==> config.mk <==
export PLATFORM = sky130hd
export DESIGN_NAME = car_warning_ctrl
export DESIGN_NICKNAME = d
export VERILOG_FILES = /design/src/rtl/car_warning_pkg.sv /design/src/rtl/sw_debounce.sv /design/src/rtl/car_warning_ctrl.sv
export SDC_FILE = /design/constraint.sdc
export NUM_CORES = 1
export LEC_CHECK = 0
export BUFFER_PORTS_ARGS = -buffer_cell sky130_fd_sc_hd__buf_4
export CAP_MARGIN = 10
export CELL_PAD_IN_SITES_DETAIL_PLACEMENT = 1
export CELL_PAD_IN_SITES_GLOBAL_PLACEMENT = 2
export CORE_MARGIN = 1.5
export CORE_UTILIZATION = 35
export DETAILED_ROUTE_END_ITERATION = 12
export PLACE_DENSITY = 0.71
export SYNTH_ARGS = -nofsm -noshare
export SYNTH_HDL_FRONTEND = slang
export SYNTH_SLANG_ARGS = --single-unit
==> constraint.sdc <==
create_clock -name Clk -period 1.6 [get_ports Clk]
set_clock_uncertainty 0.2 [all_clocks]
set_input_delay 0.32 -clock Clk [delete_from_list [all_inputs] [get_ports Clk]]
set_output_delay 0.32 -clock Clk [all_outputs]
set_load 0.03 [all_outputs]
==> src/rtl/car_warning_pkg.sv <==
// Shared types and constants for the seat-belt/door warning sequencer.
// Holds the FSM state encoding, the safe reset levels of the debounced switches and the warning predicate.
package car_warning_pkg;

    typedef enum logic [1:0] {
        IDLE      = 2'd0,
        CH_ON     = 2'd1,
        CH_OFF    = 2'd2,
        LAMP_ONLY = 2'd3
    } warn_state_e;

    // Safe levels: door closed, belt buckled, ignition off -> no warning out of reset.
    localparam logic DOOR_RST_VAL = 1'b1;
    localparam logic BELT_RST_VAL = 1'b1;
    localparam logic IGN_RST_VAL  = 1'b0;

    function automatic logic warn_cond(input logic ign, input logic door, input logic belt);
        return ign & (~door | ~belt);
    endfunction

endpackage

==> src/rtl/sw_debounce.sv <==
// Two-flop synchroniser followed by a consecutive-sample debouncer for one raw switch.
// The debounced level only follows the synchronised sample after DEB_CYCLES disagreeing cycles in a row.
module sw_debounce #(
    parameter int   DEB_CYCLES = 4,
    parameter logic RST_VAL    = 1'b0
) (
    input  logic i_clk,
    input  logic i_rst,
    input  logic i_raw,
    output logic o_deb
);

    localparam int             CW       = $clog2(DEB_CYCLES + 1);
    localparam logic [CW-1:0]  CNT_LAST = CW'(DEB_CYCLES - 1);

    logic          r_sync1;
    logic          r_sync2;
    logic          r_deb;
    logic [CW-1:0] r_cnt;

    // Synchroniser chain and debounce counter; any agreeing sample restarts the count.
    always_ff @(posedge i_clk or posedge i_rst) begin
        if (i_rst) begin
            r_sync1 <= RST_VAL;
            r_sync2 <= RST_VAL;
            r_deb   <= RST_VAL;
            r_cnt   <= {CW{1'b0}};
        end else begin
            r_sync1 <= i_raw;
            r_sync2 <= r_sync1;
            if (r_sync2 == r_deb) begin
                r_cnt <= {CW{1'b0}};
            end else if (r_cnt == CNT_LAST) begin
                r_deb <= r_sync2;
                r_cnt <= {CW{1'b0}};
            end else begin
                r_cnt <= r_cnt + CW'(1);
            end
        end
    end

    assign o_deb = r_deb;

endmodule

==> src/rtl/car_warning_ctrl.sv <==
// Seat-belt/door warning sequencer: debounced switches feed a chime burst FSM that falls back to lamp-only.
// Warning drops back to IDLE the cycle after the condition clears, from any state.
module car_warning_ctrl
    import car_warning_pkg::*;
#(
    parameter int DEB_CYCLES   = 4,
    parameter int CHIME_ON     = 8,
    parameter int CHIME_OFF    = 8,
    parameter int CHIME_BURSTS = 6
) (
    input  logic                              Clk,
    input  logic                              Rst,
    input  logic                              DoorClose,
    input  logic                              Ignition,
    input  logic                              SeatBelt,
    output logic                              Chime,
    output logic                              Lamp,
    output logic                              Alarm,
    output logic [$clog2(CHIME_BURSTS+1)-1:0] BurstCnt
);

    localparam int             BW         = $clog2(CHIME_BURSTS + 1);
    localparam int             PH_MAX     = (CHIME_ON > CHIME_OFF) ? CHIME_ON : CHIME_OFF;
    localparam int             PW         = $clog2(PH_MAX + 1);
    localparam logic [PW-1:0]  ON_LAST    = PW'(CHIME_ON - 1);
    localparam logic [PW-1:0]  OFF_LAST   = PW'(CHIME_OFF - 1);
    localparam logic [BW-1:0]  BURST_LAST = BW'(CHIME_BURSTS);
    localparam logic [BW-1:0]  BURST_ONE  = BW'(1);

    logic          w_door_d;
    logic          w_ign_d;
    logic          w_belt_d;
    logic          w_warn;
    logic [1:0]    w_cause;
    logic          w_new_cause;
    warn_state_e   w_state_nxt;
    logic [PW-1:0] w_phase_nxt;
    logic [BW-1:0] w_burst_nxt;

    warn_state_e   r_state;
    logic [PW-1:0] r_phase;
    logic [BW-1:0] r_burst;
    logic [1:0]    r_cause_prev;
    logic          r_chime;
    logic          r_lamp;
    logic          r_alarm;

    sw_debounce #(.DEB_CYCLES(DEB_CYCLES), .RST_VAL(DOOR_RST_VAL)) u_deb_door (
        .i_clk (Clk),
        .i_rst (Rst),
        .i_raw (DoorClose),
        .o_deb (w_door_d)
    );

    sw_debounce #(.DEB_CYCLES(DEB_CYCLES), .RST_VAL(IGN_RST_VAL)) u_deb_ign (
        .i_clk (Clk),
        .i_rst (Rst),
        .i_raw (Ignition),
        .o_deb (w_ign_d)
    );

    sw_debounce #(.DEB_CYCLES(DEB_CYCLES), .RST_VAL(BELT_RST_VAL)) u_deb_belt (
        .i_clk (Clk),
        .i_rst (Rst),
        .i_raw (SeatBelt),
        .o_deb (w_belt_d)
    );

    assign w_warn      = warn_cond(w_ign_d, w_door_d, w_belt_d);
    assign w_cause     = {~w_door_d, ~w_belt_d} & {2{w_ign_d}};
    assign w_new_cause = |(w_cause & ~r_cause_prev);

    // Next-state, phase and burst counters; Warn=0 beats every other transition.
    always_comb begin
        w_state_nxt = r_state;
        w_phase_nxt = r_phase;
        w_burst_nxt = r_burst;
        case (r_state)
            IDLE: begin
                if (w_warn) begin
                    w_state_nxt = CH_ON;
                    w_phase_nxt = {PW{1'b0}};
                    w_burst_nxt = BURST_ONE;
                end else begin
                    w_phase_nxt = {PW{1'b0}};
                    w_burst_nxt = {BW{1'b0}};
                end
            end
            CH_ON: begin
                if (!w_warn) begin
                    w_state_nxt = IDLE;
                    w_phase_nxt = {PW{1'b0}};
                    w_burst_nxt = {BW{1'b0}};
                end else if (r_phase == ON_LAST) begin
                    w_state_nxt = CH_OFF;
                    w_phase_nxt = {PW{1'b0}};
                end else begin
                    w_phase_nxt = r_phase + PW'(1);
                end
            end
            CH_OFF: begin
                if (!w_warn) begin
                    w_state_nxt = IDLE;
                    w_phase_nxt = {PW{1'b0}};
                    w_burst_nxt = {BW{1'b0}};
                end else if (r_phase == OFF_LAST) begin
                    w_phase_nxt = {PW{1'b0}};
                    if (r_burst == BURST_LAST) begin
                        w_state_nxt = LAMP_ONLY;
                        w_burst_nxt = {BW{1'b0}};
                    end else begin
                        w_state_nxt = CH_ON;
                        w_burst_nxt = r_burst + BW'(1);
                    end
                end else begin
                    w_phase_nxt = r_phase + PW'(1);
                end
            end
            LAMP_ONLY: begin
                if (!w_warn) begin
                    w_state_nxt = IDLE;
                    w_phase_nxt = {PW{1'b0}};
                    w_burst_nxt = {BW{1'b0}};
                end else if (w_new_cause) begin
                    w_state_nxt = CH_ON;
                    w_phase_nxt = {PW{1'b0}};
                    w_burst_nxt = BURST_ONE;
                end else begin
                    w_phase_nxt = {PW{1'b0}};
                    w_burst_nxt = {BW{1'b0}};
                end
            end
            default: begin
                w_state_nxt = IDLE;
                w_phase_nxt = {PW{1'b0}};
                w_burst_nxt = {BW{1'b0}};
            end
        endcase
    end

    // State, counters and outputs; outputs are decoded from the next state so they track r_state exactly.
    always_ff @(posedge Clk or posedge Rst) begin
        if (Rst) begin
            r_state      <= IDLE;
            r_phase      <= {PW{1'b0}};
            r_burst      <= {BW{1'b0}};
            r_cause_prev <= 2'b00;
            r_chime      <= 1'b0;
            r_lamp       <= 1'b0;
            r_alarm      <= 1'b0;
        end else begin
            r_state      <= w_state_nxt;
            r_phase      <= w_phase_nxt;
            r_burst      <= w_burst_nxt;
            r_cause_prev <= w_cause;
            r_chime      <= (w_state_nxt == CH_ON);
            r_lamp       <= (w_state_nxt != IDLE);
            r_alarm      <= w_warn;
        end
    end

    assign Chime    = r_chime;
    assign Lamp     = r_lamp;
    assign Alarm    = r_alarm;
    assign BurstCnt = r_burst;

endmodule
==> metrics <==
most common cell in the synthesized netlist dfrtp_1; core area ~0.0037 sq mm; Overflow after GRT 0; Slew @ Worst Pin approximately 0.44 ns; CP startpoint kind flip-flop; GRT Resource Usage Total 17.5%; min Tclk post-route between 1.5 and 2 ns; CP Buf/Inv Count 1; # clock sinks 32; Buffers on Ports 10; clock buffer depth 2; DRC 0; Final nets roughly 170; Syn Nets 120; synth top area cells dfrtp_1, dfstp_2, ha_1, nor2b_1, nor3b_1; maximum VDD drop 0.680 mV; die height roughly 66 microns; diode count 0; Critical-path top delay cell dfrtp_2; vias in the first global route between 1000 and 1500; clk root buf clkbuf_8; fin area 0.00200 sq mm; via count slightly above 1000; Detailed Place HPWL about 2100 microns; CP delay by family, top compound AO/OA/AOI/OAI gates; synth cell count leaders dfrtp_1, ha_1, dfstp_2, inv_1, nor2b_1; pwr/cell area 1540 mW/mm^2; worst slack at placement -0.248 ns; first drt pass iteration count 3; Synth Area per Inst approximately 13 sq um; filler cell count in the final layout approximately 400; period utilization 115%; #FFs+latches synth 32; CTS H-Tree Depth 2; Clock Pin Slew Worst Setup and Hold Paths roughly 0.070 ns; GPL Wtd Cong 0.766; initial antenna violation count 0; Clock Latency Late Sink 0.29 ns; Async SR Flop Fraction 100%; die width ~66 microns; Synth Cell Area around 0.0014 sq mm; setup slack after layout -0.236 ns; num rows 22; max-slew violation count 0; vias per cell a little under 5; Critical Path Fanout Max 4; register area a little over 800 sq um; crit path DAT between 1.5 and 2 ns; Unique masters post-synth 32; CTS tree yes; P&R area growth vs syn 44.2%; max-cap violation count 0; Setup-failing EPs final 7; Antenna Nets Post-Route 0; placed cell areas roughly 0.0017 sq mm; maximum clock frequency around 540 MHz; first-pass GRT wire length 5380 microns; top-area cell type share of the netlist area 46.8%; Cell Chain, Critical Path buf_4, ha_1, nand2_1, a2111oi_2, a211oi_2, and2_1; initial drt markers 32; Setup Crit Path Kind reg -> reg; Hold Path Class reg -> reg; Slew HR between 70% and 80%; final core utilization between 50 and 60%; Mapped Cells 107; nature of the critical path endpoint flip-flop; count of final hold-check violations 0; Data required, critical path ~1.6 ns; sum of negative setup slack -1.07 ns; Post-synth EDFFs 0; outcome complete, but fails checks; register area share after synthesis roughly three fifths; pin count of the biggest net entering global routing 33; Leakage 0.937 nW; Initial Utilization a little under two fifths; unrepaired setup endpoints after global routing yes; area of the multi-input gates 652 sq um; Num CTS Buffers 5; I/O pin total 11; Synth warnings 0; max incr delay on CP between 0.4 and 0.5 ns; cell taking the most area after synthesis dfrtp_1; final WL around 3200 microns; layout cell share with drive strength beyond 1 between 40% and 50%; Synth Flop Type dfrtp_1; failing checks setup timing; routed len/inst around 16 microns; Die ar. between 0.004 and 0.005 sq mm
==> sequential cells by signal, summed over array words and instances, names as in the netlist, 2 cells and up <==
signal,flops
u_deb_belt.r_cnt,3
u_deb_door.r_cnt,3
u_deb_ign.r_cnt,3
r_cause_prev,2
r_state,2
r_phase,4
BurstCnt,3
==> worst register-to-register path, delay by kind of cell (launching register included) <==
kind | cells | cell delay [ns]
adders and majority gates | 1 | 0.17
AOI/OAI and AO/OA | 2 | 0.52
and+or+nand+nor | 2 | 0.27
DFF | 1 | 0.44
buffers and inverters | 1 | 0.14
==> per-stage QoR <==
stage          std cells  hold slack [ns]  power [mW]
2_1_floorplan        107            0.124        1.83
3_3_place_gp         186            0.137        2.23
3_5_place_dp         186            0.144        2.29
4_1_cts              202            0.153        3.03
5_1_grt              205            0.159        3.32
6_report             205            0.152        3.09
==> layer usage <==
metal | part of all wire [%] | vias up | wire length (microns) | GRT usage, %
met3 | 3.0 | 6 | 97 | 5.62
met2 | 56 | 14 | 1780 | 32.8
met1 | 39 | 517 | 1240 | 17.2
met5 | 0 | - | 0 | 0
li1 | - | 473 | - | -
met4 | 2.4 | 0 | 75 | 8.42
==> logic make-up after synthesis <==
logic type               count (synthesis)  share of synthesized area [%]
AO/OA/AOI/OAI                           19                           12.6
XOR/XNOR                                 6                           3.78
multiplexers                             3                           2.43
AND/OR/NAND/NOR                         32                           14.0
flip-flops                              32                           58.1
buffers and inverters                    7                           1.89
adder cells (fa/ha/maj)                  8                           7.20
==> area by class of cell <==
class | instances | area share [%]
timing repair buffer | 42 | 18.0
clock inverter | 2 | 0.499
inverter | 7 | 1.44
tap | 48 | 3.00
multi-input combinational | 68 | 32.5
sequential | 32 | 40.4
clock buffer | 6 | 4.12
==> where the power goes <==
group / internal, mW / total [mW] / switching, mW
registers: 1.03 / 1.16 / 0.125
logic: 0.655 / 1.29 / 0.638
clock network: 0.343 / 0.637 / 0.295
total: 2.03 / 3.09 / 1.06
==> cell usage in the layout, fill, tap and decap left out, drive strengths merged, types with 2 or more instances in the layout <==
cell type,n
buf,38
dfrtp,26
ha,8
inv,7
nor2b,6
clkbuf,6
dfstp,6
nor3b,5
nor2,5
xnor2,4
dlygate4sd3,4
a21oi,4
nor3,3
and3,3
mux2,3
a211oi,3
nand3b,2
nand2,2
xor2,2
nand3,2
clkinv,2
a2111oi,2
a31oi,2
o21ai,2
==> what timing repair did <==
item / 4_1_cts / 5_1_grt
hold endpoints to repair: 29 / 0
setup endpoints to repair: 7 / 7
buffers inserted: 4 / 3
hold buffers: 4 / 0
resized for setup: 8 / 12
pin swaps: 7 / 5
==> final timing paths <==
path / start / to / slack, ns / cells past startpoint
worst min-delay path: u_deb_belt.r_sync1 / u_deb_belt.r_sync2 / 0.15 / 0
min in group asynchronous: Rst / Chime / 0.45 / 4
worst max-delay path: r_state[1] / Chime / -0.24 / 6
max in group asynchronous: Rst / u_deb_door.r_sync2 / 0.50 / 4
worst max register to register: r_state[1] / Chime / -0.24 / 6
worst min register to register: u_deb_belt.r_sync1 / u_deb_belt.r_sync2 / 0.15 / 0
Note: power is estimated with default switching activity, not from simulation.
